**src/rtl/arbiter_iwrr_prog.sv**
```systemverilog
// ---------------------------------------------------------------------------
// arbiter_iwrr_prog
//   Interleaved weighted round-robin arbiter with runtime-programmable
//   weights, a plain round-robin mode, a binary grant index, back-to-back
//   grants and a round-completion pulse.
//
// Ports
//   clk          : clock, all state updates on the rising edge
//   rst_n        : asynchronous active-low reset
//   request      : per-requester request level
//   weight_cfg   : packed weights, requester i uses [i*P_WEIGHT_W +: P_WEIGHT_W]
//   weight_load  : one-cycle strobe capturing weight_cfg into the pending set
//   mode         : 0 = IWRR (credit based), 1 = plain round-robin
//   grant_ready  : consumer accepts the current grant
//   grant_valid  : registered one-hot grant, all zero when idle
//   grant_idx    : binary index of the granted requester, 0 when idle
//   round_done   : registered one-cycle pulse following each credit reload
//
// Handshake: a grant is offered on grant_valid/grant_idx and held stable until
// the cycle in which grant_ready is high; that edge retires it and may present
// the next grant at once. grant_ready has no effect while grant_valid is zero.
// ---------------------------------------------------------------------------
module arbiter_iwrr_prog #(
   parameter int P_REQUESTER_NUM = 4,
   parameter int P_WEIGHT_W      = 4,
   parameter int P_RESET_WEIGHT  = 1,
   localparam int IDX_W = (P_REQUESTER_NUM > 2) ? $clog2(P_REQUESTER_NUM) : 1
) (
   input  logic                                  clk,
   input  logic                                  rst_n,
   input  logic [P_REQUESTER_NUM-1:0]            request,
   input  logic [P_REQUESTER_NUM*P_WEIGHT_W-1:0] weight_cfg,
   input  logic                                  weight_load,
   input  logic                                  mode,
   input  logic                                  grant_ready,
   output logic [P_REQUESTER_NUM-1:0]            grant_valid,
   output logic [IDX_W-1:0]                      grant_idx,
   output logic                                  round_done
);

   typedef logic [P_REQUESTER_NUM-1:0][P_WEIGHT_W-1:0] wvec_t;

   localparam logic [P_WEIGHT_W-1:0] RST_W = P_WEIGHT_W'(P_RESET_WEIGHT);

   wvec_t                      credit_q, credit_d;
   wvec_t                      weight_q, weight_d;
   wvec_t                      pend_q, pend_d;
   logic                       pend_flag_q, pend_flag_d;
   logic [IDX_W-1:0]           ptr_q, ptr_d;
   logic [P_REQUESTER_NUM-1:0] gnt_q, gnt_d;
   logic [IDX_W-1:0]           gidx_q, gidx_d;
   logic                       round_done_q, round_done_d;

   // combinational intermediates
   logic                       free_w, accept_w, reload_w, rr_apply_w, apply_w;
   wvec_t                      credit_acc, credit_nx, weight_nx;
   logic [P_REQUESTER_NUM-1:0] weight_nz, has_credit, eligible;
   logic [IDX_W-1:0]           ptr_acc, scan_start, sel;
   logic                       found;
   int                         j;

   always_comb begin
      free_w   = (gnt_q == '0) || grant_ready;
      accept_w = (gnt_q != '0) && grant_ready;

      // Retire the accepted grant: spend one credit (IWRR only) and move the
      // pointer just past the winner.
      credit_acc = credit_q;
      for (int i = 0; i < P_REQUESTER_NUM; i++) begin
         if (accept_w && gnt_q[i] && !mode && credit_q[i] != '0)
            credit_acc[i] = credit_q[i] - 1'b1;
      end
      if (accept_w)
         ptr_acc = (gidx_q == IDX_W'(P_REQUESTER_NUM - 1)) ? '0 : gidx_q + 1'b1;
      else
         ptr_acc = ptr_q;

      for (int i = 0; i < P_REQUESTER_NUM; i++) begin
         weight_nz[i]  = (weight_q[i] != '0);
         has_credit[i] = (credit_acc[i] != '0);
      end

      // A reload happens only when someone with a non-zero weight is asking
      // and every requester that asks has run out of credit. Requesters whose
      // weight is zero can never trigger it.
      reload_w   = free_w && !mode && ((request & weight_nz) != '0)
                   && ((request & has_credit) == '0);
      // In round-robin mode there are no rounds, so pending weights take
      // effect as soon as the arbiter is free.
      rr_apply_w = free_w && mode && pend_flag_q;
      apply_w    = (reload_w || rr_apply_w) && pend_flag_q;

      weight_nx = apply_w ? pend_q : weight_q;
      credit_nx = (reload_w || rr_apply_w) ? weight_nx : credit_acc;

      for (int i = 0; i < P_REQUESTER_NUM; i++) begin
         eligible[i] = request[i] && (mode ? (weight_nx[i] != '0) : (credit_nx[i] != '0));
      end

      // A freshly reloaded round restarts the scan from requester 0.
      scan_start = reload_w ? '0 : ptr_acc;
      found      = 1'b0;
      sel        = '0;
      j          = 0;
      for (int k = 0; k < P_REQUESTER_NUM; k++) begin
         j = int'(scan_start) + k;
         if (j >= P_REQUESTER_NUM) j = j - P_REQUESTER_NUM;
         if (!found && eligible[j]) begin
            found = 1'b1;
            sel   = IDX_W'(j);
         end
      end

      // Outstanding grants hold; a free arbiter presents the new selection.
      gnt_d  = gnt_q;
      gidx_d = gidx_q;
      if (free_w) begin
         for (int i = 0; i < P_REQUESTER_NUM; i++)
            gnt_d[i] = found && (sel == IDX_W'(i));
         gidx_d = found ? sel : '0;
      end

      credit_d     = credit_nx;
      weight_d     = weight_nx;
      ptr_d        = ptr_acc;
      round_done_d = reload_w;

      // A load in the same cycle as an apply leaves the new set pending.
      pend_d      = weight_load ? wvec_t'(weight_cfg) : pend_q;
      pend_flag_d = weight_load ? 1'b1 : (apply_w ? 1'b0 : pend_flag_q);
   end

   always_ff @(posedge clk or negedge rst_n) begin
      if (!rst_n) begin
         credit_q     <= {P_REQUESTER_NUM{RST_W}};
         weight_q     <= {P_REQUESTER_NUM{RST_W}};
         pend_q       <= {P_REQUESTER_NUM{RST_W}};
         pend_flag_q  <= 1'b0;
         ptr_q        <= '0;
         gnt_q        <= '0;
         gidx_q       <= '0;
         round_done_q <= 1'b0;
      end else begin
         credit_q     <= credit_d;
         weight_q     <= weight_d;
         pend_q       <= pend_d;
         pend_flag_q  <= pend_flag_d;
         ptr_q        <= ptr_d;
         gnt_q        <= gnt_d;
         gidx_q       <= gidx_d;
         round_done_q <= round_done_d;
      end
   end

   assign grant_valid = gnt_q;
   assign grant_idx   = gidx_q;
   assign round_done  = round_done_q;

endmodule

```
**config.mk**
```make
export PLATFORM = sky130hd
export DESIGN_NAME = arbiter_iwrr_prog
export DESIGN_NICKNAME = d
export VERILOG_FILES = /design/src/rtl/arbiter_iwrr_prog.sv
export SDC_FILE = /design/constraint.sdc
export NUM_CORES = 1
export LEC_CHECK = 0
export ABC_AREA = 1
export CAP_MARGIN = 40
export CORE_MARGIN = 3
export CORE_UTILIZATION = 36
export CTS_CLUSTER_SIZE = 40
export DETAILED_ROUTE_END_ITERATION = 16
export GPL_ROUTABILITY_DRIVEN = 0
export PLACE_DENSITY = 0.51
export REMOVE_ABC_BUFFERS = 1
export SLEW_MARGIN = 20
export SYNTH_ARGS = -nofsm -noshare
export SYNTH_HDL_FRONTEND = slang
export SYNTH_SLANG_ARGS = --single-unit
```
**constraint.sdc**
```tcl
create_clock -name clk -period 3.8 [get_ports clk]
set_clock_uncertainty 0.15 [all_clocks]
set_input_delay 1.14 -clock clk [delete_from_list [all_inputs] [get_ports clk]]
set_output_delay 1.14 -clock clk [all_outputs]
set_load 0.01 [all_outputs]
```
==> impl_metrics.tcl <==
set metrics [dict create \
    irDropWorstVdd_uv 304 \
    slew_violations 0 \
    syn_inst 518 \
    clockRootBuffer "clkbuf_8" \
    path_max_fanout 7 \
    ant_nets 0 \
    h-tree-depth 3 \
    setup_violations 2 \
    synth-seq-cells 58 \
    rows 36 \
    cp_top_family "simple AND/OR/NAND/NOR gates" \
    start_util_pct 37.2 \
    grt_setup_unrepaired "yes" \
    cts.sinks 58 \
    drv_cap 0 \
    max_freq_mhz 261 \
    multi_input_area_sq_um 2670 \
    drt_wl_total_microns 11100 \
    reg2reg_depth 27 \
    switchingPower_uw 2300 \
    status "finished with violations" \
    grt_max_degree 59 \
    clkLatencyLatePin_ns 0.36 \
    cp-endpoint "grant_valid[3]" \
    timing_worst_setup_path_type "input port to register" \
    hpwl_microns 7080 \
    area_growth_pct 67.9 \
    path_buf_inv 3 \
    synthTopCellsByCount "171 x nand2_1, 82 x inv_1, 65 x nand3_1, 46 x dfrtp_1, 38 x nor2_1" \
    arrival_ns 3.97 \
    nNetsFinal 686 \
    fin_crit_ns 3.83 \
    yosysSeqAreaShare_pct 40.3 \
    io_pins 32 \
    violations "setup timing" \
    cts_hold_buf 0 \
    ys_top_cells_by_area "dfrtp_1 32%, nand2_1 18%, nand3_1 9.0%" \
    crit_path_frequent_cell "nand2_4" \
    crit_required_ns 3.94 \
    r2r_setup_slack_ns 0.05 \
    synth.most_common_cell "nand2_1" \
    critPathLaunch "mode" \
    regArea_sq_um 1470 \
    p_int_uw 2820 \
    async_reset_ff_share_pct 100 \
    syn-cell-area_sq_um 3630 \
    swShare_pct 45.0 \
    yosys.area.top_type "dfrtp_1" \
    vias 3763 \
    r2r_start "credit_q[4]" \
    die_w_microns 106 \
    worstSetupPathDepth 26 \
    end_kind "register" \
    start_kind "input port" \
    via_per_inst 4.74 \
    synth_edf_count 0 \
    p_seq_share_pct 20.2 \
    grt_pass1_vias 3709 \
    clkPwrFrac_pct 12.8 \
    synth_cell_type_count 33 \
    first_iter_violations 187 \
    final_layout_size_suffix_gt1_share_pct 48.3 \
    design.die.area_sq_um 11300 \
    clk_pin_slew_ns 0.06 \
    avgRoutedWirePerCell_microns 14.0 \
    dp.cells 741 \
    drtPass1Iterations 4 \
    fin_crit_sh_pct 101 \
    relSlewSlack_pct 68.6 \
    grt_pass1_wl_microns 17500 \
    yosysTopAreaCellShare_pct 31.7 \
    clockBufferDepth 2 \
    pwr-share-comb_pct 67.0 \
    instances_no_fill 794 \
    core_sq_um 9770 \
    track_usage_pct 19.5 \
    cts_tree "built" \
    antenna_cells 0 \
    powerDensity_nw_per_um2 840 \
    setup_ws_ns -0.0260 \
    worst_pin_slew_ns 0.471 \
    route.detailed.drc 0 \
    crit_slowest_cell "o21ai_4" \
    antenna_found_initial 0 \
    finalSetupTns_ns -0.0454 \
    io_buffers 31 \
    cpPeakStageDelay_ns 0.18 \
    hold_class "register to register" \
    numCtsBuffers 9 \
    die_y_microns 106 \
    yosys_most_used_dff "dfrtp_1" \
    postSynthAreaPerCell_sq_um 7.02 \
    hold_viol 0 \
    fillers 842 \
    r2r_end "grant_valid[3]" \
    cellLeakagePower_uw 0.00300 \
    grt-ovfl-total 0 \
    ys_warn_count 0 \
]
==> layer usage <==
metal	part of all wire [%]	wire length (microns)	track usage [%]
met5	0	0	0
met3	2.7	299	4.31
met1	44	4880	24.8
met2	52	5790	33.7
met4	1.4	156	4.93
==> registers in the layout (all words and copies together), names as in the netlist <==
signal / count
ptr_q: 2
weight_q: 16
grant_idx: 2
pend_q: 16
grant_valid: 4
round_done: 1
pend_flag_q: 1
credit_q: 16
==> stage by stage <==
step	hold WS, ns	instance area (sq um)	utilization (%)	setup WS [ns]	total power (uW)
floorplan	0.295	3550	-	0.0865	2300
global placement	0.315	4550	46.6	-0.905	3210
detailed placement	0.319	4570	46.7	-0.923	3240
CTS	0.337	5420	55.4	0.00189	4450
global route	0.395	6100	62.4	-0.199	5500
finish	0.332	6100	62.4	-0.0260	5120
==> area by class of cell <==
| class | count | area share [%] |
|---|---|---|
| repair buffers | 136 | 20.4 |
| inverters | 87 | 5.51 |
| multi-input cells | 364 | 43.8 |
| flip-flops and latches | 58 | 24.0 |
| well taps | 133 | 2.73 |
| clock inverters | 5 | 1.27 |
| clock buffers | 11 | 2.32 |
==> worst min path at each step <==
stage / from / to / slack [ns] / depth (start not counted)
after floorplan: ptr_q[1] / ptr_q[1] / 0.29 / 2
after global placement: ptr_q[1] / ptr_q[1] / 0.32 / 2
after detailed placement: ptr_q[1] / ptr_q[1] / 0.32 / 2
after CTS: ptr_q[1] / ptr_q[1] / 0.34 / 2
after global routing: ptr_q[1] / ptr_q[1] / 0.39 / 2
final: ptr_q[1] / ptr_q[1] / 0.33 / 2
==> logic make-up after synthesis <==
kind of cell	Yosys count	share of synthesized area [%]
and+or+nand+nor	311	39.2
buffers and inverters	98	11.4
DFF	58	40.3
AOI/OAI and AO/OA	41	6.20
xor gates and xnor gates	5	1.20
adders and majority gates	5	1.72
==> tightest hold or removal path, stage by stage, from the launching register on <==
cell     delay (ns)
dfrtp_1        0.32
nand2_1        0.05
nand2_1        0.08
==> timing repair <==
item | in CTS | in global routing
endpoints found under the setup margin | 6 | 8
gates cloned | 2 | 1
gates resized for setup | 108 | 152
buffers inserted | 27 | 9
hold endpoints to repair | 0 | 0
pin swaps | 54 | 89
==> layout by cell type, fill, tap and decap left out, types with 5 or more instances in the layout <==
cell type / synthesis / layout
dfrtp_1: 46 / 46
inv_1: 82 / 79
nand3_2: 11 / 27
nor2_2: 7 / 6
clkbuf_8: 0 / 10
nand2_2: 7 / 56
o21ai_0: 20 / 18
clkdlybuf4s50_1: 0 / 24
nand2_4: 3 / 22
buf_12: 0 / 6
dfstp_2: 12 / 12
buf_4: 0 / 86
nor2_4: 2 / 20
o21ai_2: 0 / 8
ha_1: 5 / 5
nor2_1: 38 / 21
nand2_1: 171 / 102
buf_6: 4 / 11
nand3_1: 65 / 25
nand3_4: 0 / 24
==> power groups by stage <==
stage	clock network [uW]	registers [uW]	logic, uW
after CTS	668	1020	2760
after detailed placement	0	1020	2220
after floorplan	0	1010	1290
final	655	1040	3430
after global placement	0	1020	2190
after global routing	704	1070	3730
No activity file was read; power rests on OpenSTA's default activity.
